<file path="src/rtl/mem_stage_sram_pkg.sv">
// mem_stage_sram_pkg: shared types and constants for the memory stage.
// Holds the SRAM access FSM state encoding, default data base address,
// datapath widths, the MEM/WB register bundle and a halfword address helper.
package mem_stage_sram_pkg;

    localparam int DATA_BASE_DEFAULT = 1024;
    localparam int REG_ADDR_W        = 4;
    localparam int WORD_W            = 32;

    typedef enum logic [1:0] {
        IDLE = 2'd0,
        LO   = 2'd1,
        HI   = 2'd2,
        DONE = 2'd3
    } mem_state_t;

    typedef struct packed {
        logic                  wb_enable;
        logic                  mem_read_enable;
        logic [REG_ADDR_W-1:0] dest;
        logic [WORD_W-1:0]     alu_result;
        logic [WORD_W-1:0]     mem_data;
    } mem_wb_t;

    // Byte offset of an effective address from the SRAM window base.
    // Addresses below the base simply wrap.
    function automatic logic [WORD_W-1:0] window_offset(
        input logic [WORD_W-1:0] addr,
        input logic [WORD_W-1:0] base
    );
        return addr - base;
    endfunction

endpackage

</file>
<file path="src/rtl/mem_stage_sram_mem_wb_reg.sv">
// mem_wb_reg: MEM/WB pipeline register with synchronous reset and freeze hold.
// Ports: clk, rst, freeze (hold), data_load (update mem_data), stage (next
// bundle), mem_wb (registered bundle).
module mem_wb_reg
    import mem_stage_sram_pkg::*;
(
    input  logic    clk,
    input  logic    rst,
    input  logic    freeze,
    input  logic    data_load,
    input  mem_wb_t stage,
    output mem_wb_t mem_wb
);

    always_ff @(posedge clk) begin
        if (rst) begin
            mem_wb <= '0;
        end else if (!freeze) begin
            mem_wb.wb_enable       <= stage.wb_enable;
            mem_wb.mem_read_enable <= stage.mem_read_enable;
            mem_wb.dest            <= stage.dest;
            mem_wb.alu_result      <= stage.alu_result;
            // Load data is only replaced by an actual load; other
            // instructions leave the last loaded word in place.
            if (data_load) begin
                mem_wb.mem_data <= stage.mem_data;
            end
        end
    end

endmodule

</file>
<file path="src/rtl/mem_stage_sram.sv">
// mem_stage_sram: memory stage driving a 16-bit asynchronous SRAM with a
// multi-cycle IDLE/LO/HI/DONE FSM; stalls the pipeline via freeze while busy.
// Ports: clk, rst (sync, active high); EXE/MEM inputs (wb/read/write enables,
// dest_in, alu_result_in, val_rm_in); freeze; MEM/WB outputs; SRAM pins
// (sram_addr, sram_dq_out, sram_dq_oe, sram_dq_in, sram_we_n); misalign_err.
// Optional feature macro: MEM_ALIGN_CHECK_EN (alignment check, sticky error).
module mem_stage_sram
    import mem_stage_sram_pkg::*;
#(
    parameter int DATA_BASE = DATA_BASE_DEFAULT,
    parameter int SRAM_AW   = 18,
    parameter int SRAM_WAIT = 1
) (
    input  logic                  clk,
    input  logic                  rst,
    input  logic                  wb_enable_in,
    input  logic                  mem_read_enable_in,
    input  logic                  mem_write_enable_in,
    input  logic [REG_ADDR_W-1:0] dest_in,
    input  logic [WORD_W-1:0]     alu_result_in,
    input  logic [WORD_W-1:0]     val_rm_in,
    output logic                  freeze,
    output logic                  wb_enable_out,
    output logic                  mem_read_enable_out,
    output logic [REG_ADDR_W-1:0] dest_out,
    output logic [WORD_W-1:0]     alu_result_out,
    output logic [WORD_W-1:0]     mem_data_out,
    output logic [SRAM_AW-1:0]    sram_addr,
    output logic [15:0]           sram_dq_out,
    output logic                  sram_dq_oe,
    input  logic [15:0]           sram_dq_in,
    output logic                  sram_we_n,
    output logic                  misalign_err
);

    // The cycle in which a request is first seen in IDLE already drives
    // the low half, so the LO state itself only covers the remaining
    // SRAM_WAIT cycles of that phase. With no wait states the low half
    // is complete in that first cycle and the FSM goes straight to HI.
    localparam logic [2:0] HI_END = 3'(SRAM_WAIT);
    localparam logic [2:0] LO_END =
        (SRAM_WAIT == 0) ? 3'd0 : 3'(SRAM_WAIT - 1);
    localparam bit HOLD_EDGE = (SRAM_WAIT != 0);

    mem_state_t state;
    logic [2:0] cnt;
    logic [15:0] rd_lo;
    logic [15:0] rd_hi;

    logic req;
    logic wr;
    logic load;
    logic mis;
    logic idle_req;
    logic lo_phase;
    logic hi_phase;
    logic lo_last;
    logic hi_last;
    logic last;

    logic [WORD_W-1:0]  off;
    logic [SRAM_AW-1:0] hw;
    logic [SRAM_AW-1:0] lo_addr;
    logic [SRAM_AW-1:0] hi_addr;
    logic               unused_bits;

    mem_wb_t stage;
    mem_wb_t mem_wb;

    assign req  = mem_read_enable_in | mem_write_enable_in;
    assign wr   = mem_write_enable_in;
    assign load = mem_read_enable_in & ~mem_write_enable_in;

    assign off     = window_offset(alu_result_in, WORD_W'(DATA_BASE));
    assign hw      = off[SRAM_AW:1];
    assign lo_addr = {hw[SRAM_AW-1:1], 1'b0};
    assign hi_addr = {hw[SRAM_AW-1:1], 1'b1};

    assign unused_bits = ^{off[WORD_W-1:SRAM_AW+1], off[0], hw[0]};

`ifdef MEM_ALIGN_CHECK_EN
    assign mis = req & (|alu_result_in[1:0]);
`else
    assign mis = 1'b0;
`endif

    assign idle_req = (state == IDLE) & req;
    assign lo_phase = idle_req | (state == LO);
    assign hi_phase = (state == HI);

    assign lo_last = (SRAM_WAIT == 0) ? idle_req
                   : ((state == LO) && (cnt == LO_END));
    assign hi_last = hi_phase && (cnt == HI_END);
    assign last    = lo_last | hi_last;

    assign freeze = lo_phase | hi_phase;

    always_comb begin
        sram_addr   = '0;
        sram_dq_out = '0;
        sram_dq_oe  = 1'b0;
        sram_we_n   = 1'b1;
        if (lo_phase) begin
            sram_addr = lo_addr;
            if (wr) begin
                sram_dq_out = val_rm_in[15:0];
                sram_dq_oe  = 1'b1;
                // Release we_n on the last cycle so data is held
                // across the rising edge of the strobe.
                sram_we_n   = mis | (HOLD_EDGE & last);
            end
        end else if (hi_phase) begin
            sram_addr = hi_addr;
            if (wr) begin
                sram_dq_out = val_rm_in[31:16];
                sram_dq_oe  = 1'b1;
                sram_we_n   = mis | (HOLD_EDGE & last);
            end
        end
    end

    always_ff @(posedge clk) begin
        if (rst) begin
            state <= IDLE;
            cnt   <= '0;
            rd_lo <= '0;
            rd_hi <= '0;
        end else begin
            unique case (state)
                IDLE: begin
                    if (req) begin
                        state <= (SRAM_WAIT == 0) ? HI : LO;
                        cnt   <= '0;
                    end
                end
                LO: begin
                    if (cnt == LO_END) begin
                        state <= HI;
                        cnt   <= '0;
                    end else begin
                        cnt <= cnt + 3'd1;
                    end
                end
                HI: begin
                    if (cnt == HI_END) begin
                        state <= DONE;
                        cnt   <= '0;
                    end else begin
                        cnt <= cnt + 3'd1;
                    end
                end
                DONE: begin
                    state <= IDLE;
                    cnt   <= '0;
                end
                default: begin
                    state <= IDLE;
                    cnt   <= '0;
                end
            endcase
            if (lo_last) begin
                rd_lo <= sram_dq_in;
            end
            if (hi_last) begin
                rd_hi <= sram_dq_in;
            end
        end
    end

`ifdef MEM_ALIGN_CHECK_EN
    always_ff @(posedge clk) begin
        if (rst) begin
            misalign_err <= 1'b0;
        end else if (mis) begin
            misalign_err <= 1'b1;
        end
    end
`else
    assign misalign_err = 1'b0;
`endif

    assign stage.wb_enable       = wb_enable_in;
    assign stage.mem_read_enable = mem_read_enable_in;
    assign stage.dest            = dest_in;
    assign stage.alu_result      = alu_result_in;
    assign stage.mem_data        = mis ? '0 : {rd_hi, rd_lo};

    mem_wb_reg u_mem_wb_reg (
        .clk       (clk),
        .rst       (rst),
        .freeze    (freeze),
        .data_load (load),
        .stage     (stage),
        .mem_wb    (mem_wb)
    );

    assign wb_enable_out       = mem_wb.wb_enable;
    assign mem_read_enable_out = mem_wb.mem_read_enable;
    assign dest_out            = mem_wb.dest;
    assign alu_result_out      = mem_wb.alu_result;
    assign mem_data_out        = mem_wb.mem_data;

endmodule

</file>
<file path="config.mk">
export PLATFORM = sky130hd
export DESIGN_NAME = mem_stage_sram
export DESIGN_NICKNAME = d
export VERILOG_FILES = /design/src/rtl/mem_stage_sram_pkg.sv /design/src/rtl/mem_stage_sram_mem_wb_reg.sv /design/src/rtl/mem_stage_sram.sv
export SDC_FILE = /design/constraint.sdc
export NUM_CORES = 1
export LEC_CHECK = 0
export BUFFER_PORTS_ARGS = -buffer_cell sky130_fd_sc_hd__buf_2
export CORE_MARGIN = 3
export CORE_UTILIZATION = 40
export DETAILED_ROUTE_END_ITERATION = 7
export PLACE_DENSITY_LB_ADDON = 0.05
export RECOVER_POWER = 100
export SETUP_SLACK_MARGIN = 0.5
export SYNTH_ARGS = -nofsm -noshare
export SYNTH_HDL_FRONTEND = slang
export SYNTH_SLANG_ARGS = --single-unit
</file>
<file path="constraint.sdc">
create_clock -name clk -period 1.5 [get_ports clk]
set_clock_uncertainty 0.05 [all_clocks]
set_input_delay 0 -clock clk [delete_from_list [all_inputs] [get_ports clk]]
set_output_delay 0 -clock clk [all_outputs]
set_load 0.05 [all_outputs]
</file>
Word level (Yosys, flattened, before mapping)

Cells that the tools add are included.

Reductions and logical operators: 6
Muxes and demuxes: 20
Equal/unequal tests: 7
Bitwise operators: 8
Add/subtract/negate cells: 2

Operator list:

| cell                     | count |
|---|---|
| $mux W16                 | 4 |
| $mux W18                 | 2 |
| $sub A19 B11 Y19 const B | 1 |
| $pmux W3 S4              | 1 |
| $mux W3                  | 3 |
| $pmux W2 S4              | 1 |
| $mux W1                  | 6 |
| $mux W2                  | 3 |
| $eq A2 B2 Y1 const B     | 2 |
| $ne A2 B1 Y1 const B     | 2 |
| $or A1 B1 Y1             | 4 |
| $add A3 B1 Y3 const B    | 1 |
| $eq A3 B1 Y1 const B     | 1 |
| $logic_not A3 Y1         | 1 |
| $reduce_and A3 Y1        | 1 |
| $and A1 B1 Y1            | 2 |
| $eq A2 B1 Y1 const B     | 1 |
| $logic_and A1 B1 Y1      | 2 |
| $logic_not A2 Y1         | 1 |
| $ne A2 B2 Y1 const B     | 1 |
| $not A1 Y1               | 2 |
| $reduce_and A2 Y1        | 1 |

Bits in registers: 107
Word-level logic and storage cells: 52
Output and inout port bits: 108

Longest topological paths before layout

Depth in word-level cells: 6
Gate-level depth with buffers: 10
Mapped depth without buffers: 7

By module

A second synthesis with hierarchy kept.

Cells, all modules: 524
Area, all modules: 4,800.9 µm²

By module, submodules not included:

| module         | area each (µm²) | sequential area each (µm²) | cells each | times used |
|---|---|---|---|---|
| mem_wb_reg     | 2,847.7         | 1,401.3                    | 268        | 1 |
| mem_stage_sram | 1,953.1         | 740.7                      | 256        | 1 |

Least setup slack after synthesis

No wires, ideal clock.

Path kind: register to output
Start point: reg state[0]
End point: out sram_addr[1]
Slack: -0.912 ns
Arrival time: 2.362 ns
Required time: 1.450 ns
Cell stages (with the launch flop): 8
Cell sequence: dfxtp_1 > inv_1 > ha_1 > nor2_1 > and2_1 > inv_2 > clkbuf_1 > and2_1

Cells in the longest elaborated chain, start to end: 4

RTL lines:

| element                | line                  | source |
|---|---|---|
| start, declared        | mem_stage_sram.sv:45  | `mem_state_t state;` |
| start signal, assigned | mem_stage_sram.sv:132 | `state <= (SRAM_WAIT == 0) ? HI : LO;` |
| $logic_not A2 Y1       | mem_stage_sram.sv:87  | `assign idle_req = (state == IDLE) & req;` |
| $and A1 B1 Y1          | mem_stage_sram.sv:87  |  |
| $or A1 B1 Y1           | mem_stage_sram.sv:88  | `assign lo_phase = idle_req \| (state == LO);` |
| $mux W18 (*)           | mem_stage_sram.sv:103 | `if (lo_phase) begin` |
| end, declared          | mem_stage_sram.sv:28  | `output logic [SRAM_AW-1:0] sram_addr,` |

Every way passes the cells marked *; elsewhere a longest branch is shown, timed or not.

Worst setup path after layout

Start point: reg state[1]
End point: out sram_dq_out[2]

Cells in the longest elaborated chain, start to end: 4

RTL lines:

| element          | line                  | source |
|---|---|---|
| $logic_not A2 Y1 | mem_stage_sram.sv:87  |  |
| $and A1 B1 Y1    | mem_stage_sram.sv:87  |  |
| $or A1 B1 Y1     | mem_stage_sram.sv:88  |  |
| $mux W16 (*)     | mem_stage_sram.sv:103 |  |
| end, declared    | mem_stage_sram.sv:29  | `output logic [15:0] sram_dq_out,` |

Marks and branches as above.

==> flow_summary.ini <==
[worst_setup_path]
critPathRequiredTime_ns = 1.45
rr_endpoint = u_mem_wb_reg.mem_wb[67]
reg2reg_depth = 9
worstSetupPathType = flop to output pin
cp_num_buf_inv = 3
reg2reg_slack_ns = -0.32
critPathTopFamily = compound AO/OA/AOI/OAI gates
r2r-start = state[1]
endpoint_kind = output pin
cp_slowest_cell = dfxtp_2
cp.arrival_ns = 1.82
path_cells = inv_2 -> ha_4 -> buf_4 -> o21a_4 -> a22o_4 -> buf_8
slowest_delay_ns = 0.36
crit_path_max_fanout = 9
start_kind = flop

[logic_synthesis]
synthesis.instances = 560
synth_edf_count = 0
syn_area_sq_um = 4360
ys_warn_count = 0
syn_nets = 657
yosysUniqueCellTypes = 37
synth_seq_area_share_pct = 49.1
ys_seq_elements = 107
synth-async-reset-ratio_pct = 0
syn_avg_cell_area_sq_um = 7.79
synth-main-ff-cell = dfxtp_1

[power]
p_leak_nw = 3.20
pwr_density_cell_nw_per_um2 = 1920
finalPower_mw = 15.1
vdd_drop_max_mv = 1.47

[routing]
wl_met3_um = 824
wl_met1_mm = 6.40
routedWlPerCell_um = 15.5
vias = 4956
first_iter_violations = 288
top_layer_used = met4
viasPerCell = 4.98
dr.pass1.iters = 6
drt-total-wl_mm = 15.4
ant_nets = 0
route.met2.wl_mm = 7.91
drc_errors = 0

[sta]
setup_viol_count_final = 128
timing_hold_violations_final = 0
fmax_mhz = 534
worst_slew_pin_slew_ns = 0.874
tns_ns = -31.28
final.min_clock_period_ns = 1.87
fin_crit_sh_pct = 125
drv_slew = 0
setup_ws_ns = -0.373
slew_headroom_pct = 41.5
rsz0062_at_grt = yes

[grt]
overflow = 0
grt_antenna_before_repair = 0
grt_pass1_wl_mm = 24.3
track_usage_pct = 23.7
first_global_vias = 4972
grt_max_degree = 88

[clock_network]
cts_inserted_buffers = 9
htreeDepth = 3
cts_num_sinks = 107
cts_buffer_depth = 2
root_buffer = clkbuf_8
clock_latency_ns = 0.39
clk_pin_slew_ns = 0.11
cts_tree = done

[die]
fp.coreArea_sq_um = 10500
die-area_sq_um = 12200
start_util_pct = 41.7
pin_count = 197
die_width_um = 110
num_rows = 37
dieHeight_um = 110

[min_path]
min_to = cnt[0]
hold_path_depth = 4
min-delay-start = mem_read_enable_in
hold_class = input port to flop

[placed_design]
port_buffers = 195
gp_congestion = 0.782
detailed_place_hpwl_mm = 8.63

[cells_and_area]
fin_nets = 951
largest_reg_flops = 70
drive_gt1_share_pct = 40.2
syn_to_final_growth_pct = 80.8
antenna_cells = 0

[status]
status = finished with violations
violations = negative setup slack

[run]
maxCapViolCount = 0
Yosys cell counts, types with 4 or more instances:
master / number / area [sq um]
and2_1: 10 / 62.6
xor2_1: 4 / 35.0
buf_6: 4 / 45.0
nor2_1: 15 / 56.3
a21oi_1: 103 / 515
nand2_1: 212 / 796
dfxtp_1: 107 / 2140
buf_2: 11 / 55.1
a22o_1: 16 / 140
nand2b_1: 4 / 25.0
ha_1: 8 / 100
buf_4: 6 / 45.0
inv_1: 7 / 26.3
clkbuf_1: 18 / 67.6
worst max-delay path by stage:
stage	from	end	slack (ns)	cells after the start
6_report	state[1]	sram_dq_out[2]	-0.37	6
5_1_grt	state[0]	sram_dq_out[14]	-0.46	8
4_1_cts	state[0]	sram_dq_out[6]	-0.37	8
3_5_place_dp	state[0]	cnt[2]	-0.14	6
3_3_place_gp	state[0]	cnt[2]	-0.1	6
2_1_floorplan	state[1]	u_mem_wb_reg.mem_wb[10]	-0.08	9
metrics by stage:
stage	utilization [%]	hold WS (ns)	instance area, sq um	instances	worst slack, ns
6_report	75.4	0.0590	7880	995	-0.373
5_1_grt	75.4	0.0470	7880	995	-0.460
4_1_cts	73.0	0.00258	7640	979	-0.373
3_5_place_dp	56.3	0.202	5890	880	-0.139
3_3_place_gp	56.3	0.196	5890	880	-0.0953
2_1_floorplan	-	0.00882	4770	560	-0.0796
final cells by class:
cell class / count / area, sq um
Fill cell: 748 / 2580
Inverter: 8 / 40.0
Clock buffer: 9 / 124
Multi-Input combinational cell: 407 / 2630
Clock inverter: 7 / 93.8
Timing Repair Buffer: 321 / 2680
Sequential cell: 107 / 2150
Tap cell: 136 / 170
routing by layer:
metal | global-route usage, % | up-vias
li1 | - | 2427
met5 | 0 | -
met3 | 4.11 | 20
met1 | 28.9 | 2336
met2 | 41.9 | 173
met4 | 8.37 | 0
cell usage in the layout (no fill, tap or decap), types with 3 or more instances in the layout:
cell	instances
nand2_1	191
dfxtp_1	103
buf_2	87
clkbuf_1	66
a21oi_1	62
dlygate4sd3_1	56
a21oi_2	41
buf_4	34
buf_6	31
buf_8	24
a22o_4	16
nand2_2	16
nor2_4	12
and2_4	10
clkbuf_8	9
buf_12	9
nand2_4	5
buf_16	5
nor2_1	4
inv_2	4
xor2_1	4
ha_1	4
ha_4	4
clkinv_8	4
clkbuf_16	4
xnor2_1	3
nand2b_4	3
dfxtp_2	3
tightest hold or removal path, delay by kind of cell:
family | cells | cell delay (ns)
buf+inv | 1 | 0.13
compound gates | 1 | 0.07
simple gates | 2 | 0.26
power breakdown:
part           leakage, nW  total (mW)  internal, mW  switching, mW
Sequential           0.872        3.56          3.30          0.260
Combinational         2.22        9.69          4.09           5.60
Clock                0.107        1.85         0.680           1.17
Total                 3.20        15.1          8.07           7.04
what timing repair did:
| action | CTS | global route |
|---|---|---|
| endpoints found under the setup margin | 214 | 214 |
| cloned | 8 | 3 |
| hold endpoints to repair | 73 | 0 |
| pin swaps | 23 | 18 |
| hold buffers | 56 | 0 |
| resized for setup | 183 | 99 |
| buffers inserted | 19 | 13 |
kinds of logic (layout without fill, tap and decap cells):
family / count (synthesis) / after routing / share of synthesized area (%)
other: 1 / 1 / 0.0860
xor gates and xnor gates: 7 / 7 / 1.41
adders and majority gates: 8 / 8 / 2.30
muxes: 2 / 2 / 0.488
DFF: 107 / 107 / 49.1
and+or+nand+nor: 261 / 261 / 24.8
AOI/OAI and AO/OA: 127 / 128 / 16.3
buffers and inverters: 47 / 345 / 5.57
Power figures use the tool's default switching activity.
